==> src/rtl/byte_word_packer_pkg.sv <==
// Shared definitions for the byte-to-word packer: FSM encoding, byte width,
// and the byte-enable helper used when a partial word is flushed.
package byte_word_packer_pkg;

  localparam int BYTE_W = 8;

  typedef enum logic {
    ST_ACC   = 1'b0,
    ST_FLUSH = 1'b1
  } state_t;

  // Lane enable for a flushed word: lanes below the byte count carry data.
  function automatic logic lane_en(input int lane, input int cnt);
    return (lane < cnt);
  endfunction

endpackage

==> src/rtl/byte_word_outreg.sv <==
// One-word output holding register with valid/ready handshake.
// A load always wins over a same-cycle transfer, which lets back-to-back
// words stream without a bubble.
module byte_word_outreg
  import byte_word_packer_pkg::*;
#(
  parameter  int P_NBYTES = 4,
  localparam int P_OW     = BYTE_W * P_NBYTES
) (
  input  logic                clk,
  input  logic                rst_x,
  input  logic                load,
  input  logic [P_OW-1:0]     load_data,
  input  logic [P_NBYTES-1:0] load_be,
  input  logic                i_ready,
  output logic                o_valid,
  output logic [P_OW-1:0]     o_data,
  output logic [P_NBYTES-1:0] o_be
);

  // Capture a new word on load; otherwise drop valid once downstream takes it.
  always_ff @(posedge clk or negedge rst_x) begin
    if (!rst_x) begin
      o_valid <= 1'b0;
      o_data  <= '0;
      o_be    <= '0;
    end else if (load) begin
      o_valid <= 1'b1;
      o_data  <= load_data;
      o_be    <= load_be;
    end else if (o_valid && i_ready) begin
      o_valid <= 1'b0;
    end
  end

endmodule

==> src/rtl/byte_word_packer.sv <==
// Packs P_NBYTES consecutive bytes (little-endian by arrival) into one word.
// A flush pulse pushes out a partially filled word with byte enables.
//
//   state    | meaning
//   ---------+------------------------------------------------------------
//   ST_ACC   | accumulating bytes into the lane buffer
//   ST_FLUSH | partial word waiting for the output slot; input is stalled
module byte_word_packer
  import byte_word_packer_pkg::*;
#(
  parameter  int P_NBYTES = 4,
  localparam int P_OW     = BYTE_W * P_NBYTES
) (
  input  logic                clk,
  input  logic                rst_x,
  input  logic                i_valid,
  input  logic [BYTE_W-1:0]   i_data,
  output logic                o_ready,
  input  logic                i_flush,
  output logic                o_valid,
  output logic [P_OW-1:0]     o_data,
  output logic [P_NBYTES-1:0] o_be,
  input  logic                i_ready
);

  localparam int CW = $clog2(P_NBYTES);
  localparam logic [CW-1:0] LAST = CW'(P_NBYTES - 1);

  state_t                              state;
  logic [CW-1:0]                       count;
  logic                                flush_pend;
  logic [P_NBYTES-1:0][BYTE_W-1:0]     acc;
  logic [P_NBYTES-1:0][BYTE_W-1:0]     acc_wr;
  logic [P_NBYTES-1:0]                 part_be;
  logic [P_NBYTES-1:0]                 load_be;
  logic                                slot_free;
  logic                                accept;
  logic                                full_load;
  logic                                flush_load;
  logic                                load;

  // The last lane may only be taken when the output slot can receive the word.
  assign slot_free  = ~o_valid | i_ready;
  assign o_ready    = ~flush_pend & ((count != LAST) | slot_free);
  assign accept     = i_valid & o_ready;
  assign full_load  = accept & (count == LAST);
  assign flush_load = (state == ST_FLUSH) & slot_free;
  assign load       = full_load | flush_load;
  assign load_be    = flush_load ? part_be : '1;

  // Accumulator view including the byte accepted this cycle.
  always_comb begin
    acc_wr = acc;
    if (accept) acc_wr[count] = i_data;
  end

  // Byte enables for a flushed word: one per byte already collected.
  always_comb begin
    part_be = '0;
    for (int i = 0; i < P_NBYTES; i++) part_be[i] = lane_en(i, int'(count));
  end

  // Accumulation and flush sequencing.
  always_ff @(posedge clk or negedge rst_x) begin
    if (!rst_x) begin
      state      <= ST_ACC;
      count      <= '0;
      flush_pend <= 1'b0;
      acc        <= '0;
    end else begin
      case (state)
        ST_ACC: begin
          if (accept) begin
            if (count == LAST) begin
              acc   <= '0;
              count <= '0;
            end else begin
              acc   <= acc_wr;
              count <= count + CW'(1);
            end
          end
          // A byte that completes the word makes the flush a no-op.
          if (i_flush && !full_load && ((count != '0) || accept)) begin
            state      <= ST_FLUSH;
            flush_pend <= 1'b1;
          end
        end
        ST_FLUSH: begin
          if (slot_free) begin
            acc        <= '0;
            count      <= '0;
            flush_pend <= 1'b0;
            state      <= ST_ACC;
          end
        end
        default: begin
          state      <= ST_ACC;
          flush_pend <= 1'b0;
        end
      endcase
    end
  end

  byte_word_outreg #(.P_NBYTES(P_NBYTES)) u_outreg (
    .clk       (clk),
    .rst_x     (rst_x),
    .load      (load),
    .load_data (acc_wr),
    .load_be   (load_be),
    .i_ready   (i_ready),
    .o_valid   (o_valid),
    .o_data    (o_data),
    .o_be      (o_be)
  );

endmodule

==> config.mk <==
export PLATFORM = sky130hd
export DESIGN_NAME = byte_word_packer
export DESIGN_NICKNAME = d
export VERILOG_FILES = /design/src/rtl/byte_word_packer_pkg.sv /design/src/rtl/byte_word_outreg.sv /design/src/rtl/byte_word_packer.sv
export SDC_FILE = /design/constraint.sdc
export NUM_CORES = 1
export LEC_CHECK = 0
export ABC_AREA = 0
export CORE_ASPECT_RATIO = 0.9
export CORE_MARGIN = 5
export CORE_UTILIZATION = 25
export CTS_BUF_LIST = sky130_fd_sc_hd__clkbuf_8
export CTS_CLUSTER_DIAMETER = 50
export DETAILED_ROUTE_END_ITERATION = 16
export DONT_BUFFER_PORTS = 1
export GPL_TIMING_DRIVEN = 0
export PLACE_DENSITY_LB_ADDON = 0.25
export SLEW_MARGIN = 25
export SYNTH_ARGS = -nofsm -noshare
export SYNTH_HDL_FRONTEND = slang
export SYNTH_SLANG_ARGS = --single-unit
==> constraint.sdc <==
create_clock -name clk -period 2.3 [get_ports clk]
set_input_delay 0.23 -clock clk [delete_from_list [all_inputs] [get_ports clk]]
set_output_delay 0.23 -clock clk [all_outputs]
set_load 0.02 [all_outputs]
### Word-level counts from Yosys, hierarchy flattened

Index checks and enable logic that the tools add are counted.

| storage, ports and cells | value |
|---|---|
| flip-flop bits (word level) | 73 |
| bits of input ports | 13 |

| cells by class | value |
|---|---|
| add/sub/neg operators | 1 |
| order comparisons | 5 |
| muxes and demuxes | 21 |
| bitwise gates (word level) | 10 |
| equal/unequal tests | 5 |
| reduce and logical (&&, ||, !) cells | 10 |

Operators with widths:

| cell | count |
|---|---|
| $mux W32 | 4 |
| $pmux W32 S2 | 1 |
| $bwmux W32 | 1 |
| $demux W8 S2 | 1 |
| $mux W8 | 1 |
| $mux W1 | 6 |
| $mux W2 | 3 |
| $ne A2 B2 Y1 const B | 3 |
| $and A1 B1 Y1 | 4 |
| $logic_and A1 B1 Y1 | 4 |
| $lt A1 B2 Y1 const A | 2 |
| $mux W4 | 1 |
| $pmux W1 S2 | 2 |
| $pmux W2 S2 | 1 |
| $reduce_and A2 Y1 | 2 |
| $reduce_bool A2 Y1 | 2 |
| $lt A2 B3 Y1 const B | 1 |
| $not A1 Y1 | 3 |
| $or A1 B1 Y1 | 3 |
| $add A2 B1 Y2 const B | 1 |
| $eq A2 B2 Y1 const B | 1 |
| $ge A2 B1 Y1 const B | 1 |
| $lt A2 B2 Y1 const A | 1 |
| $ne A2 B1 Y1 const B | 1 |
| other kinds (2) | 2 |

### Depth between registers and ports, before layout

Gate-level depths: netlist (run 1).

| depth | value |
|---|---|
| depth after elaboration | 11 |
| gate-level depth with buffers | 7 |

### Modules after synthesis

From an unflattened synthesis (run 1), not the netlist that was laid out.

| unflattened totals | value |
|---|---|
| cells, all modules | 308 |
| area total of the unflattened synthesis | 3911.3 um^2 |

Modules (own cells, without submodules):

| module | cells an instance | instances | area each (um^2) | sequential area each (um^2) |
|---|---|---|---|---|
| byte_word_packer | 229 | 1 | 2388.5 | 900.9 |
| byte_word_outreg | 79 | 1 | 1522.7 | 925.9 |

### Worst setup path before layout (run 1)

Ideal clock, no wire load.

| timing | value |
|---|---|
| path kind | reg-to-reg |
| start point | register count[1] |
| end point | register acc[16] (netlist bit) |
| required time | 2179 ps |
| cell stages (with the launch flop) | 8 |
| arrival time | 1584 ps |
| slack | 595 ps |
| period minus slack after synthesis | 1705 ps |
| path buffers | 2 |
| library setup time | 121 ps |
| path through | dfrtp_1 > ha_1 > nand3b_1 > and3_1 > buf_6 > and3_1 > buf_6 > a22o_1 |

| on the way | value |
|---|---|
| cells in the longest elaborated chain, start to end | 9 |

RTL lines:

| what | RTL line | text |
|---|---|---|
| from (decl) | byte_word_packer.sv:30 | `logic [CW-1:0] count;` |
| from (signal assigned) | byte_word_packer.sv:79 | `count <= count + CW'(1);` |
| $lt A2 B3 Y1 (not written as such) / $ge A2 B1 Y1 (equally long branches) | byte_word_packer.sv:54 | `if (accept) acc_wr[count] = i_data;` |
| $logic_and A1 B1 Y1 (not written as such) | byte_word_packer.sv:54 |  |
| $mux W8 (not written as such) | byte_word_packer.sv:54 |  |
| $demux W8 S2 | byte_word_packer.sv:54 |  |
| $bwmux W32 | byte_word_packer.sv:54 |  |
| $mux W32 | byte_word_packer.sv:54 |  |
| $mux W32 | byte_word_packer.sv:74 | `if (count == LAST) begin` |
| $mux W32 | byte_word_packer.sv:73 | `if (accept) begin` |
| $pmux W32 S2 | byte_word_packer.sv:71 | `case (state)` |
| to (signal assigned) | byte_word_packer.sv:78 | `acc <= acc_wr;` |
| to (decl) | byte_word_packer.sv:32 | `logic [P_NBYTES-1:0][BYTE_W-1:0] acc;` |

Parallel ways exist; a longest one is shown, timed or not. The select of a mux whose other input is x is not followed.
A chain may end at the register's enable or synchronous reset.

### Worst setup path after layout (run 1)

| timing | value |
|---|---|
| start point | register count[1] |
| end point | register acc[6] (netlist bit) |

The elaborated chain is that of the path after synthesis.

==> results.py, run 1 <==
metrics = {
    "status": {
        "outcome": "complete, no violations",
    },
    "finish": {
        "final_cell_mix": "73 x dfrtp_1, 33 x nand2_1, 27 x o21ai_1",
        "multi_input_area_um2": 1191,
        "final_nets": 305,
        "synthToLayoutAreaGrowth_pct": 16.98,
        "fin_cells": 456,
        "fillCellCount": 1269,
        "regArea_um2": 1827,
        "final_common_cell": "dfrtp_1",
        "drive_above_1_share": 0.1267,
        "utilization": 0.2941,
        "num_antenna_cells": 0,
    },
    "synthesis": {
        "synth_cells": 264,
        "avgSynthCellArea_um2": 11.94,
        "yosys_register_bits": 73,
        "syn_area_um2": 3153,
        "syn_nets": 282,
        "yosysSeqAreaShare": 0.5794,
        "synth_edf_count": 0,
        "yosys_warnings": 0,
        "ys_types": 29,
        "ys.flop_type": "dfrtp_1",
        "ys_async_sr_fraction": 1.000,
    },
    "global_routing": {
        "grt_pass1_wl_mm": 13.43,
        "antenna_found_initial": 0,
        "grt_max_degree": 74,
        "overflow": 0,
        "track_usage": 0.1197,
        "grt_pass1_vias": 2319,
    },
    "sta": {
        "slew-limit-headroom": 0.6302,
        "tightest_slew_ps": 554.8,
        "fmax_mhz": 515.1,
        "finalSetupViolCount": 0,
        "layout_setup_ws_ps": 358.5,
        "whs_ps": 20.68,
        "fin_crit_ps": 1942,
        "hold_viol": 0,
        "rsz0062_at_grt": "no",
        "finalCritPeriodShare": 0.8441,
        "report.final.slew_viol_count": 0,
        "setup_tns_ps": 0,
        "skew_ps": 9.354,
    },
    "die": {
        "start_util": 0.2514,
        "core_area_um2": 12540,
        "design.die.area_um2": 14960,
        "fp-row-count": 39,
        "die-width_um": 128.4,
        "io_pins": 51,
        "die_h_um": 116.5,
    },
    "critical_path": {
        "crit_start": "count[1]",
        "endpoint_kind": "register",
        "path_class": "reg2reg",
        "crit_path_max_fanout": 10,
        "start_kind": "register",
        "critPathRequiredTime_ps": 2540,
        "arrival_ps": 2180,
        "r2r_start": "count[1]",
    },
    "drt": {
        "remaining_drc_errors": 0,
        "routed_via_density": 4.649,
        "wl_per_cell_um": 18.74,
        "vias": 2120,
        "drtAntennaViolNets": 0,
        "routed_wl_mm": 8.545,
        "dr.pass1.iters": 5,
        "drt_iter0_drc": 179,
    },
    "place": {
        "placed_cells": 428,
        "io_buffers": 0,
        "gp_congestion": 0.7902,
        "hpwl_mm": 5.437,
        "place_ws_ps": 355.9,
    },
    "job": {
        "drv_cap": 0,
    },
    "clock_network": {
        "clkSlewWorstSetupHoldPaths_ps": 80,
        "cts-resized-gates": 0,
        "hold_buffers": 8,
        "clock-sinks": 73,
        "postCtsSetupBuffers": 0,
        "htreeDepth": 3,
        "cts_buffer_depth": 2,
        "cts_tree": "done",
        "clkLatencyLatePin_ps": 350,
        "cts_root_buffer": "clkbuf_8",
        "cts_made_buffers": 9,
    },
    "min_path": {
        "min_path_type": "in2reg",
        "hold_start": "i_data[2]",
    },
    "pwr": {
        "power.density_nw_per_um2": 1131,
        "total_leakage_power_nw": 1.615,
        "ir_drop_mv": 0.2486,
    },
}
==> flip-flops by register name, summed over array words and instances (netlist names) <==
name / cells
acc: 32
u_outreg.o_data: 32
u_outreg.o_be: 4
count: 2
flush_pend: 1
state: 1
u_outreg.o_valid: 1
==> metrics by stage <==
step                      cell area [µm²]  power, mW
after floorplan                      3153      2.851
after detailed placement             3358      3.213
after CTS                            3649      4.251
after global placement               3358      3.193
after global routing                 3689      4.467
final                                3689      4.172
==> kinds of logic (layout without fill, tap and decap cells) <==
family / count (synthesis) / after routing / share of synthesized area
and+or+nand+nor: 68 / 68 / 0.1131
AOI/OAI and AO/OA: 74 / 74 / 0.1687
adders and majority gates: 5 / 5 / 0.01984
buffers and inverters: 20 / 48 / 0.04286
muxes: 24 / 24 / 0.07619
DFF: 73 / 73 / 0.5794
==> where the power goes <==
part	leakage (nW)	internal (mW)	switching [mW]
Combinational	0.520	0.421	0.733
Sequential	0.999	1.57	0.484
Clock	0.0960	0.478	0.486
Total	1.61	2.47	1.70
==> area by class of cell <==
type / instances / share of cell area
Multi-Input combinational cell: 171 / 0.3229
Sequential cell: 73 / 0.4953
Buffer: 18 / 0.03460
Timing Repair Buffer: 12 / 0.03731
Inverter: 2 / 0.002035
Tap cell: 164 / 0.05563
Clock inverter: 4 / 0.007463
Clock buffer: 12 / 0.04478
==> worst paths after layout <==
kind | cells after the start | to | slack (ps)
min reg2reg | 1 | acc[30] | 480
min in group asynchronous | 2 | acc[28] | 420
max reg2reg | 7 | acc[6] | 360
max in group asynchronous | 2 | u_outreg.o_data[20] | 1580
max | 7 | acc[6] | 360
min | 1 | acc[10] | 20
==> per-layer routing <==
layer | share of wire | global-route usage | up-vias
li1 | - | - | 995
met1 | 0.43 | 0.1482 | 1058
met2 | 0.45 | 0.1819 | 53
met3 | 0.093 | 0.05030 | 14
met4 | 0.020 | 0.05516 | 0
met5 | 0 | 0 | -
==> critical path, cell delays in order, from the launching register on <==
cell and delay, ps:
dfrtp_1 460, ha_1 300, nand3b_1 140, and3_1 220
buf_6 160, nor2b_1 130, buf_2 170, a22o_1 250
==> cell usage after synthesis (4+ instances only) <==
cell / n / area (µm²)
mux2i_1: 24 / 240.2
a22o_1: 24 / 210.2
nand2_1: 33 / 123.9
a21oi_1: 4 / 20.02
buf_2: 9 / 45.04
and2_1: 9 / 56.30
nor3b_1: 7 / 52.55
and3_1: 4 / 25.02
nor2_1: 5 / 18.77
a221o_1: 8 / 80.08
o21ai_1: 27 / 135.1
nor2b_1: 4 / 25.02
buf_6: 6 / 67.56
ha_1: 5 / 62.56
dfrtp_1: 73 / 1827
Note: power is estimated with default switching activity, not from simulation.
==> run 2: changes to the inputs <==
==> constraint.sdc (replaced) <==
create_clock -name clk -period 1.6 [get_ports clk]
set_input_delay 0.16 -clock clk [delete_from_list [all_inputs] [get_ports clk]]
set_output_delay 0.16 -clock clk [all_outputs]
set_load 0.02 [all_outputs]
==> run 2 against run 1 <==
  * The run now ends with hold timing, setup timing left
  * Count of clock-buffer cells in the layout fell by 3
  * Routed wire length is 2.7% higher
  * Combinational power up 83%
  * First-iteration DRC count down 27%
  * Global-route usage rose by 0.19 points
  * Clock skew grew 5.5 ps
  * Critical path depth decreased by 1
  * Final cell count increased by 2.4%
  * Core utilization increased by 2.5 points
  * Non-clock buffer count increased by 11
  * Via count grew 1.5%
==> results.py, run 2 (synthesized netlist as in run 1, its figures left out) <==
metrics = {
    "clock_network": {
        "cts_root_buffer": "clkbuf_8",
        "cts_made_buffers": 9,
        "clock-sinks": 73,
        "clkLatencyLatePin_ps": 360,
        "htreeDepth": 3,
        "cts_buffer_depth": 2,
        "hold_buffers": 9,
        "cts_tree": "done",
        "clkSlewWorstSetupHoldPaths_ps": 80,
    },
    "finish": {
        "final_cell_mix": "70 x dfrtp_1, 32 x nand2_1, 26 x o21ai_1",
        "final_nets": 316,
        "fillCellCount": 1267,
        "drive_above_1_share": 0.2607,
        "num_antenna_cells": 0,
        "final_common_cell": "dfrtp_1",
        "fin_cells": 467,
        "stdcell_area_um2": 3996,
        "utilization": 0.3187,
        "top_regs": "acc (32), u_outreg.o_data (32), u_outreg.o_be (4)",
        "synthToLayoutAreaGrowth_pct": 26.75,
    },
    "global_routing": {
        "track_usage": 0.1216,
        "antenna_found_initial": 0,
        "grt_max_degree": 74,
        "grt_pass1_wl_mm": 13.58,
        "grt_pass1_vias": 2279,
        "overflow": 0,
    },
    "place": {
        "placed_area_um2": 3373,
        "hpwl_mm": 5.450,
        "placed_cells": 428,
        "gp_congestion": 0.7580,
        "io_buffers": 0,
    },
    "sta": {
        "rsz0062_at_grt": "yes",
        "whs_ps": -500.0,
        "layout_setup_ws_ps": -58.83,
        "report.final.slew_viol_count": 0,
        "finalSetupViolCount": 28,
        "hold_viol": 73,
        "finalCritPeriodShare": 1.037,
        "fin_crit_ps": 1659,
        "fmax_mhz": 602.8,
        "skew_ps": 14.84,
        "slew-limit-headroom": 0.7154,
        "tightest_slew_ps": 425.5,
    },
    "die": {
        "die_h_um": 116.5,
        "fp-row-count": 39,
        "design.die.area_um2": 14960,
        "core_area_um2": 12540,
        "start_util": 0.2514,
        "io_pins": 51,
        "die-width_um": 128.4,
    },
    "critical_path": {
        "start_kind": "register",
        "path_class": "reg2reg",
        "cp_slowest_cell": "dfrtp_2",
        "crit_buf_inv": 1,
        "path_cells": "ha_4 > nand3b_1 > and3_2 > and3_4 > buf_6 > a22o_1",
        "crit_path_max_fanout": 8,
        "slowest_delay_ps": 430,
        "critPathRequiredTime_ps": 1850,
        "critical-path-top-delay-family": "simple AND/OR/NAND/NOR gates",
        "r2r_end": "acc[21]",
        "rrSetupSlack_ps": -60,
        "arrival_ps": 1910,
        "endpoint_kind": "register",
        "reg2reg_depth": 6,
        "r2r_start": "count[0]",
    },
    "status": {
        "outcome": "finished with violations",
        "violations": "hold timing, setup timing",
    },
    "drt": {
        "vias": 2152,
        "dr.pass1.iters": 4,
        "drt_iter0_drc": 131,
        "routed_wl_mm": 8.777,
        "routed_via_density": 4.608,
        "remaining_drc_errors": 0,
        "wl_per_cell_um": 18.79,
        "drtAntennaViolNets": 0,
    },
    "min_path": {
        "min_path_type": "in2async",
    },
    "pwr": {
        "total_leakage_power_nw": 1.720,
        "seqPwrFrac": 0.467,
        "p_sw_frac": 0.4112,
        "p_comb_frac": 0.332,
        "power.density_nw_per_um2": 1590,
        "ir_drop_mv": 0.4249,
        "pwr-share-clk": 0.201,
        "p_switching_mw": 2.613,
        "p_int_mw": 3.741,
    },
    "job": {
        "drv_cap": 0,
    },
}
## run 2: what timing repair did
item,CTS,global route
endpoints found under the setup margin,70,60
endpoints found under the hold margin,123,73
buffers inserted,11,4
pin swaps,5,12
cloned,1,3
gates resized for setup,30,28
## run 2: final cells by class
class | instances | area [µm²] | area share
Clock buffer | 9 | 123.9 | 0.03100
Clock inverter | 7 | 40.04 | 0.01002
Sequential cell | 73 | 1831 | 0.4580
Buffer | 13 | 131.4 | 0.03287
Inverter | 2 | 7.507 | 0.001879
Timing Repair Buffer | 28 | 337.8 | 0.08453
Multi-Input combinational cell | 171 | 1320 | 0.3303
Tap cell | 164 | 205.2 | 0.05135
## run 2: how the worst max path moves through the flow
| stage | startpoint | endpoint | slack [ps] | cells past startpoint |
|---|---|---|---|---|
| floorplan | count[1] | u_outreg.o_data[25] | 9 | 6 |
| global placement | u_outreg.o_valid | u_outreg.o_data[26] | -260 | 6 |
| detailed placement | u_outreg.o_valid | u_outreg.o_data[27] | -260 | 6 |
| CTS | count[1] | acc[21] | -70 | 7 |
| global route | count[0] | acc[19] | -130 | 6 |
| finish | count[0] | acc[21] | -60 | 6 |
## run 2: per-layer routing
layer  GRT usage  vias to the layer above  part of all wire
li1            -                     1019                 -
met1      0.1650                     1075              0.45
met2      0.1749                       45              0.46
met3     0.04710                       13             0.081
met4     0.04668                        0             0.014
met5           0                        -                 0
## run 2: power by group through the flow
stage,clock network [mW],registers (mW),logic [mW]
after floorplan,0,2.89,1.23
after global placement,0,3.01,1.60
after detailed placement,0,3.02,1.62
after CTS,1.32,2.98,1.98
after global routing,1.39,3.03,2.33
final,1.28,2.97,2.11
## run 2: metrics by stage
step | hold WS (ps) | setup slack (ps) | power (mW) | TNS (ps)
final | -500.0 | -58.83 | 6.355 | -708.3
after CTS | -525.7 | -74.11 | 6.287 | -1654
after detailed placement | -132.7 | -262.3 | 4.639 | -10420
after global placement | -132.4 | -259.3 | 4.614 | -10810
after floorplan | -135.6 | 8.836 | 4.116 | 0
after global routing | -527.7 | -133.2 | 6.755 | -4820
## run 2: worst register-to-register path, delay by kind of cell, from the launching register on
family	cells	cell delay [ps]
buffers and inverters	1	130
AO/OA/AOI/OAI	1	230
AND/OR/NAND/NOR	3	600
adder cells (fa/ha/maj)	1	170
flip-flops	1	430
